**src/rtl/nexys_starship_combo_entry_pkg.sv**
```systemverilog
// Shared constants for the starship combo-entry block: button FSM encodings,
// LFSR polynomial and seed, and the default debounce window.
`timescale 1ns/1ps
package nexys_starship_combo_entry_pkg;

  localparam logic [4:0] CE_INI  = 5'b00001;
  localparam logic [4:0] CE_WQ   = 5'b00010;
  localparam logic [4:0] CE_SCEN = 5'b00100;
  localparam logic [4:0] CE_WFR  = 5'b01000;
  localparam logic [4:0] CE_WQR  = 5'b10000;

  localparam logic [15:0] LFSR_MASK         = 16'hB400;
  localparam logic [15:0] LFSR_SEED_DEFAULT = 16'hACE1;
  localparam int          DB_CYCLES_DEFAULT = 1000000;

  // One step of the right-shifting Galois LFSR.
  function automatic logic [15:0] lfsr_step(input logic [15:0] v);
    return {1'b0, v[15:1]} ^ (v[0] ? LFSR_MASK : 16'h0000);
  endfunction

endpackage

```
**src/rtl/nexys_starship_debouncer.sv**
```systemverilog
// Synchronizes a raw push-button, debounces press and release, and emits one
// strobe per confirmed press. Reusable for every station button.
`timescale 1ns/1ps
module nexys_starship_debouncer
  import nexys_starship_combo_entry_pkg::*;
#(
  parameter int DB_CYCLES = DB_CYCLES_DEFAULT
) (
  input  logic       i_clk,
  input  logic       i_reset,
  input  logic       i_enable,
  input  logic       i_abort,
  input  logic       i_btn_raw,
  output logic       o_strobe,
  output logic [4:0] o_state
);

  localparam int                CNT_W    = (DB_CYCLES > 1) ? $clog2(DB_CYCLES) : 1;
  localparam logic [CNT_W-1:0]  CNT_LAST = CNT_W'(DB_CYCLES - 1);

  logic             r_btn_meta;
  logic             r_btn_s;
  logic [4:0]       r_state;
  logic [4:0]       w_next_state;
  logic [CNT_W-1:0] r_cnt;
  logic [CNT_W-1:0] w_next_cnt;
  logic             r_strobe;

  // NOTE: sequential state uses non-blocking assignments so every flop samples
  // the pre-edge value of the others, matching real hardware.
  always_ff @(posedge i_clk) begin
    if (i_reset) begin
      r_btn_meta <= 1'b0;
      r_btn_s    <= 1'b0;
    end else begin
      r_btn_meta <= i_btn_raw;
      r_btn_s    <= r_btn_meta;
    end
  end

  // NOTE: defaults at the top of always_comb keep every path assigned, so no
  // latch is inferred.
  always_comb begin
    w_next_state = CE_INI;
    if (i_enable && !i_abort) begin
      case (r_state)
        CE_INI:  w_next_state = r_btn_s ? CE_WQ : CE_INI;
        CE_WQ: begin
          if (!r_btn_s)              w_next_state = CE_INI;
          else if (r_cnt == CNT_LAST) w_next_state = CE_SCEN;
          else                       w_next_state = CE_WQ;
        end
        CE_SCEN: w_next_state = CE_WFR;
        CE_WFR:  w_next_state = r_btn_s ? CE_WFR : CE_WQR;
        CE_WQR: begin
          if (r_btn_s)               w_next_state = CE_WFR;
          else if (r_cnt == CNT_LAST) w_next_state = CE_INI;
          else                       w_next_state = CE_WQR;
        end
        default: w_next_state = CE_INI;
      endcase
    end
  end

  // Counter restarts on every state entry and only runs in the settling states.
  always_comb begin
    w_next_cnt = '0;
    if (w_next_state == r_state && (r_state == CE_WQ || r_state == CE_WQR))
      w_next_cnt = r_cnt + 1'b1;
  end

  always_ff @(posedge i_clk) begin
    if (i_reset) begin
      r_state  <= CE_INI;
      r_cnt    <= '0;
      r_strobe <= 1'b0;
    end else begin
      r_state  <= w_next_state;
      r_cnt    <= w_next_cnt;
      r_strobe <= (w_next_state == CE_SCEN);
    end
  end

  assign o_strobe = r_strobe;
  assign o_state  = r_state;

endmodule

```
**src/rtl/nexys_starship_combo_entry.sv**
```systemverilog
// Feeds the repair stations: pseudo-random repair code, captured switch combo
// and a debounced one-shot repair strobe from the up-button.
`timescale 1ns/1ps
module nexys_starship_combo_entry
  import nexys_starship_combo_entry_pkg::*;
#(
  parameter int          DB_CYCLES = DB_CYCLES_DEFAULT,
  parameter logic [15:0] LFSR_SEED = LFSR_SEED_DEFAULT
) (
  input  logic       Clk,
  input  logic       Reset,
  input  logic       play_flag,
  input  logic       gameover_ctrl,
  input  logic [3:0] Sw,
  input  logic       BtnU_raw,
  output logic [3:0] hex_combo,
  output logic [3:0] random_hex,
  output logic       repair_strobe,
  output logic       q_CE_Ini,
  output logic       q_CE_Wq,
  output logic       q_CE_Scen,
  output logic       q_CE_Wfr,
  output logic       q_CE_Wqr
);

  logic [15:0] r_lfsr;
  logic [15:0] w_lfsr_next;
  logic [3:0]  r_sw_meta;
  logic [3:0]  r_sw_s;
  logic [3:0]  r_hex_combo;
  logic [4:0]  w_state;
  logic        w_strobe;
  logic        w_track;

  nexys_starship_debouncer #(
    .DB_CYCLES (DB_CYCLES)
  ) u_btn_u (
    .i_clk     (Clk),
    .i_reset   (Reset),
    .i_enable  (play_flag),
    .i_abort   (gameover_ctrl),
    .i_btn_raw (BtnU_raw),
    .o_strobe  (w_strobe),
    .o_state   (w_state)
  );

  // A stuck-at-zero LFSR never leaves zero, so reseed it.
  assign w_lfsr_next = (r_lfsr == 16'h0000) ? LFSR_SEED : lfsr_step(r_lfsr);

  always_ff @(posedge Clk) begin
    if (Reset) r_lfsr <= LFSR_SEED;
    else       r_lfsr <= w_lfsr_next;
  end

  always_ff @(posedge Clk) begin
    if (Reset) begin
      r_sw_meta <= 4'h0;
      r_sw_s    <= 4'h0;
    end else begin
      r_sw_meta <= Sw;
      r_sw_s    <= r_sw_meta;
    end
  end

  // Tracking in WQ also covers the WQ->SCEN edge, which is the capture.
  assign w_track = (w_state == CE_INI) || (w_state == CE_WQ);

  always_ff @(posedge Clk) begin
    if (Reset)        r_hex_combo <= 4'h0;
    else if (w_track) r_hex_combo <= r_sw_s;
  end

  assign hex_combo     = r_hex_combo;
  assign random_hex    = r_lfsr[3:0];
  assign repair_strobe = w_strobe;
  assign q_CE_Ini      = w_state[0];
  assign q_CE_Wq       = w_state[1];
  assign q_CE_Scen     = w_state[2];
  assign q_CE_Wfr      = w_state[3];
  assign q_CE_Wqr      = w_state[4];

endmodule
```
**config.mk**
```make
export PLATFORM = sky130hd
export DESIGN_NAME = nexys_starship_combo_entry
export DESIGN_NICKNAME = d
export VERILOG_FILES = /design/src/rtl/nexys_starship_combo_entry_pkg.sv /design/src/rtl/nexys_starship_debouncer.sv /design/src/rtl/nexys_starship_combo_entry.sv
export SDC_FILE = /design/constraint.sdc
export NUM_CORES = 1
export LEC_CHECK = 0
export BUFFER_PORTS_ARGS = -buffer_cell sky130_fd_sc_hd__buf_2
export CAP_MARGIN = 20
export CORE_MARGIN = 2
export CORE_UTILIZATION = 40
export CTS_BUF_LIST = sky130_fd_sc_hd__clkbuf_4
export DETAILED_ROUTE_END_ITERATION = 16
export GPL_ROUTABILITY_DRIVEN = 0
export HOLD_SLACK_MARGIN = 0.03
export PLACE_DENSITY = 0.56
export SLEW_MARGIN = 20
export SYNTH_ARGS = -nofsm -noshare
export SYNTH_HDL_FRONTEND = slang
export SYNTH_HIERARCHICAL = 1
export SYNTH_SLANG_ARGS = --single-unit
```
**constraint.sdc**
```tcl
create_clock -name Clk -period 6.7 [get_ports Clk]
set_input_delay 0.335 -clock Clk [delete_from_list [all_inputs] [get_ports Clk]]
set_output_delay 0.335 -clock Clk [all_outputs]
set_load 0.03 [all_outputs]
```
[Word-level counts from Yosys, hierarchy flattened]
Cells that the tools add are included.
Storage, ports and cells
  flip-flop bits (word level): 56
  input port bits: 9
  output and inout port bits: 14
  word-level logic and storage cells: 37
Operators by class
  add/subtract/negate cells: 1
  equal/unequal tests: 8
  multiplexer cells: 9
  bitwise operators: 2
  reductions and logical operators: 8
Operators with widths (number)
  5-bit two-way mux: 5
  5-bit one-hot mux with 5 select lines: 1
  20-bit by 1-bit adder with 20-bit output (second input constant): 1
  20-bit equality test (second input constant): 1
  16-bit logical NOT: 1
  16-bit two-way mux: 1
  15-bit by 16-bit bitwise XOR with 16-bit output: 1
  5-bit by 3-bit equality test with 1-bit output (second input constant): 2
  5-bit by 1-bit equality test with 1-bit output (second input constant): 1
  5-bit by 2-bit equality test with 1-bit output (second input constant): 1
  5-bit by 4-bit equality test with 1-bit output (second input constant): 1
  5-bit equality test: 1
  5-bit equality test (second input constant): 1
  2-bit OR reduction: 2
  3-bit two-way mux: 1
  1-bit logical AND: 2
  1-bit logical OR: 2
  2-bit two-way mux: 1
  1-bit logical NOT: 1
  1-bit NOT: 1

[Depth between registers and ports, before layout]
  depth after elaboration: 9
  gate-level depth with buffers: 7
  gate-level depth less buffers: 6

[Modules after synthesis]
Netlist, hierarchy kept.
Modules (own cells, without submodules)
  nexys_starship_debouncer: instances 1, cells an instance 162, area each 1437.6 µm², sequential area each 560.5 µm²
  nexys_starship_combo_entry: instances 1, cells an instance 80, area each 991.0 µm², sequential area each 560.5 µm²

[Worst setup path after synthesis]
OpenSTA, ideal clock, no wires.
  path type: flip-flop to flip-flop
  start point: register u_btn_u.r_cnt[12]
  end point: register u_btn_u.r_state[0], in the netlist u_btn_u/o_state[0]
  library setup time: 0.095 ns
  arrival time: 2.113 ns
  required time: 6.605 ns
  setup slack: 4.491 ns
  stages on the path, launching flop included: 6
  buffers on the path: 0
  clock period less this slack: 2.209 ns
  cells stage by stage: dfxtp_1 -> or4b_1 -> or4_4 -> or2_4 -> o32a_1 -> o311ai_1
Between the ends
  cells in the longest elaborated chain, start to end: 5
RTL lines
  start: declaration: RTL line nexys_starship_debouncer.sv:25  | logic [CNT_W-1:0] r_cnt;
  start signal: assignment: RTL line nexys_starship_debouncer.sv:79  | r_cnt <= w_next_cnt;
  20-bit equality test: RTL line nexys_starship_debouncer.sv:57  | else if (r_cnt == CNT_LAST) w_next_state = CE_INI;
  5-bit two-way mux: RTL line nexys_starship_debouncer.sv:57
  5-bit two-way mux: RTL line nexys_starship_debouncer.sv:56  | if (r_btn_s) w_next_state = CE_WFR;
  5-bit one-hot mux with 5 select lines: RTL line nexys_starship_debouncer.sv:46  | case (r_state)
  5-bit two-way mux: RTL line nexys_starship_debouncer.sv:45  | if (i_enable && !i_abort) begin
  end signal: assignment: RTL line nexys_starship_debouncer.sv:78  | r_state <= w_next_state;
  end: declaration: RTL line nexys_starship_debouncer.sv:23  | logic [4:0] r_state;
No other way between the ends.
A chain may end at the register's enable or synchronous reset.

[Worst setup path in the final report]
  start point: register u_btn_u.r_cnt[12]
  end point: register u_btn_u.r_cnt[9]
Between the ends
  cells in the longest elaborated chain, start to end: 9
  elaborated cells on any way between the ends: 11
  those cells by class: eq/ne: 2; mux: 6; bitwise: 1; reduce/logical: 2
RTL lines
  20-bit equality test (*): RTL line nexys_starship_debouncer.sv:50, nexys_starship_debouncer.sv:57
  5-bit two-way mux or 3-bit two-way mux (tied branches): RTL line nexys_starship_debouncer.sv:57, nexys_starship_debouncer.sv:50
  5-bit two-way mux (on tied branches): RTL line nexys_starship_debouncer.sv:56, nexys_starship_debouncer.sv:49
  5-bit one-hot mux with 5 select lines (*): RTL line nexys_starship_debouncer.sv:46
  5-bit two-way mux (*): RTL line nexys_starship_debouncer.sv:45
  5-bit equality test (*): RTL line nexys_starship_debouncer.sv:68  | if (w_next_state == r_state && (r_state == CE_WQ || r_state == CE_WQR))
  1-bit logical AND (*): RTL line nexys_starship_debouncer.sv:68
  1-bit NOT (no line) (*)
  2-bit OR reduction (no line) (*)
Mark *: on every way between the ends. The rest lies on a longest branch, timed or not.

==> impl_metrics.py <==
metrics = {
    "synth": {
        "ys_ff_latch": 56,
        "synth.largest_area_cell": "dfxtp_1",
        "ys.flop_type": "dfxtp_1",
        "async_flop_share_pct": 0,
        "synth_area_um2": 2430,
        "synth_top_cells_by_count": "dfxtp_1, nor2_1, nor2b_1",
        "synth_cell_types": 57,
        "syn_avg_cell_area_um2": 10.0,
        "synth_top_cell_area_share_pct": 46.2,
        "ys_seq_area_share_pct": 46.2,
        "synth.most_common_cell": "dfxtp_1",
        "synthTopCellsByArea": "dfxtp_1, nor2b_1, xnor2_1, nor2_1, nand2b_1",
        "synth-edff-count": 0,
        "syn_nets": 252,
        "ys_warn_count": 6,
        "syn_inst": 242,
    },
    "clocking": {
        "cts.repair.resized": 0,
        "clock_sinks": 56,
        "clk_path_buf_depth": 2,
        "ctsRootBufferMaster": "clkbuf_4",
        "tritoncts": "done",
        "cts.htree.levels": 2,
        "post_cts_buffers": 0,
        "cts_buffers": 5,
        "clkTransAtPathRegs_ps": 180,
        "cts_hold_buffers": 0,
        "clk_latency_ps": 380,
    },
    "routing": {
        "wl_per_cell_um": 11.6,
        "vias": 1627,
        "drtIter0Drc": 80,
        "drc": 0,
        "dr.pass1.iters": 4,
        "ant_nets": 0,
        "viasPerCell": 4.87,
        "totalWireLength_mm": 3.88,
    },
    "timing": {
        "hold_viol": 0,
        "setup_violations": 0,
        "timing.fmax_mhz": 396,
        "rsz0062_at_grt": "no",
        "fin_crit_ps": 2530,
        "tightest_slew_ps": 629,
        "finalCritPeriodShare_pct": 37.7,
        "finalSetupTns_ps": 0,
        "clock_skew_ps": 16.8,
        "worst_slack_ps": 4170,
        "maxSlewHeadroom_pct": 58.1,
        "drv_slew": 0,
    },
    "worst_setup_path": {
        "crit_type": "register to register",
        "path_cells": "or4b_1 -> or4_4 -> o31ai_1 -> a211o_1 -> nor2_1",
        "r2r-start": "u_btn_u/r_cnt[12]",
        "max_stage_delay_ps": 570,
        "critPathArrivalTime_ps": 2780,
        "r2r-end": "u_btn_u/r_cnt[9]",
        "cp.required_ps": 6950,
        "cpMaxStageDelayCell": "a211o_1",
        "critPathCaptureType": "register",
        "worstRegToRegCells": 5,
        "cp-start-kind": "register",
        "worstPathMaxFanout": 20,
        "rrSetupSlack_ps": 4170,
    },
    "outcome": {
        "status": "finished, final reports clean",
    },
    "global_routing": {
        "antenna_found_initial": 0,
        "grt_first_pass_wirelength_mm": 6.90,
        "grt_max_degree": 32,
        "grt_pass1_vias": 1548,
        "gr-usage-all-layers_pct": 13.2,
        "gr-total-overflow": 0,
    },
    "hold_path": {
        "holdPathStages": 2,
        "hold_path.class": "input pin to register",
        "min_from": "Sw[0]",
        "min_to": "r_sw_meta[0]",
    },
    "power_and_ir_drop": {
        "p_total_uw": 533,
        "power_per_cell_area_nw_per_um2": 206,
        "p_leak_uw": 0.000935,
        "ir_worst_vdd_uv": 85.7,
    },
    "die": {
        "core_area_um2": 5890,
        "dieArea_um2": 6710,
        "io_pins": 23,
        "die_x_um": 81.9,
        "start_util_pct": 41.3,
        "die_y_um": 81.9,
        "row_count": 28,
    },
    "final_layout": {
        "drive_above_1_share_pct": 17.8,
        "layout.nets": 268,
        "synthToLayoutAreaGrowth_pct": 6.44,
        "diodes": 0,
    },
    "placed_design": {
        "port_buffers": 22,
        "hpwl_mm": 2.70,
        "place_ws_ps": 4150,
    },
    "job": {
        "maxCapViolations": 0,
    },
}
-- layout make-up --
cell class	instances	area (um^2)
Timing Repair Buffer	22	110
Fill cell	575	3300
Tap cell	75	93.8
Inverter	4	15.0
Multi-Input combinational cell	169	1180
Clock inverter	3	25.0
Sequential cell	56	1120
Clock buffer	5	37.5
-- how the worst max path moves through the flow --
| stage | end | startpoint |
|---|---|---|
| after floorplan | u_btn_u/o_state[0] | u_btn_u/r_cnt[12] |
| after global placement | u_btn_u/r_cnt[15] | u_btn_u/r_cnt[12] |
| after detailed placement | u_btn_u/r_cnt[8] | u_btn_u/r_cnt[12] |
| after CTS | u_btn_u/r_cnt[8] | u_btn_u/r_cnt[12] |
| after global routing | u_btn_u/r_cnt[8] | u_btn_u/r_cnt[12] |
| final | u_btn_u/r_cnt[9] | u_btn_u/r_cnt[12] |
-- state kept, by name (all words and copies together), names as in the netlist --
signal	cells
u_btn_u/r_btn_meta	1
r_sw_s	4
hex_combo	4
r_sw_meta	4
u_btn_u/o_strobe	1
u_btn_u/r_btn_s	1
r_lfsr	16
u_btn_u/r_cnt	20
u_btn_u/o_state	5
-- worst max-delay path: cells and delay by family (launching register included) --
family / cells / cell delay, ps
AND/OR/NAND/NOR: 3 / 1190
flip-flops: 1 / 390
AO/OA/AOI/OAI: 2 / 830
-- cell families after synthesis --
group / share of synthesized area [%]
xor+xnor: 8.29
fa+ha+maj: 0.927
simple gates: 31.5
compound gates: 5.92
buf+inv: 5.15
flops: 46.2
mux: 2.06
-- power by group --
part	total, uW	switching, uW	internal, uW
clock	154	111	43.8
combinational	26.5	13.5	13.0
sequential	352	8.21	344
total	533	132	400
-- layout by cell type, fill, tap and decap left out, types with 2 or more instances in the layout --
| cell | instances |
|---|---|
| dfxtp_1 | 56 |
| nor2_1 | 31 |
| buf_2 | 22 |
| nor2b_1 | 20 |
| nand2b_1 | 15 |
| xnor2_1 | 14 |
| nand2_1 | 10 |
| xor2_1 | 9 |
| mux2i_1 | 5 |
| clkbuf_4 | 5 |
| nand3_1 | 5 |
| nor4_1 | 5 |
| nor4_4 | 4 |
| nor3_1 | 4 |
| a21oi_1 | 4 |
| inv_1 | 3 |
| nand4_1 | 3 |
| inv_6 | 2 |
| or3_1 | 2 |
| or4b_1 | 2 |
| or2_4 | 2 |
| o31ai_1 | 2 |
| or2_1 | 2 |
-- per-layer routing --
layer	global-route usage, %	vias up	part of all wire, %
li1	-	846	-
met2	21.4	21	45
met3	3.30	4	3.1
met1	16.8	756	51
met5	0	-	0
met4	5.50	0	1.2
-- metrics by stage --
step	utilization, %	cell area [um^2]	hold WS [ps]	instances
after floorplan	-	2430	407	242
after global placement	42.9	2520	416	326
after detailed placement	42.9	2520	423	326
after CTS	43.9	2580	125	334
after global routing	43.9	2580	112	334
final	43.9	2580	142	334
No activity file was read; power rests on OpenSTA's default activity.
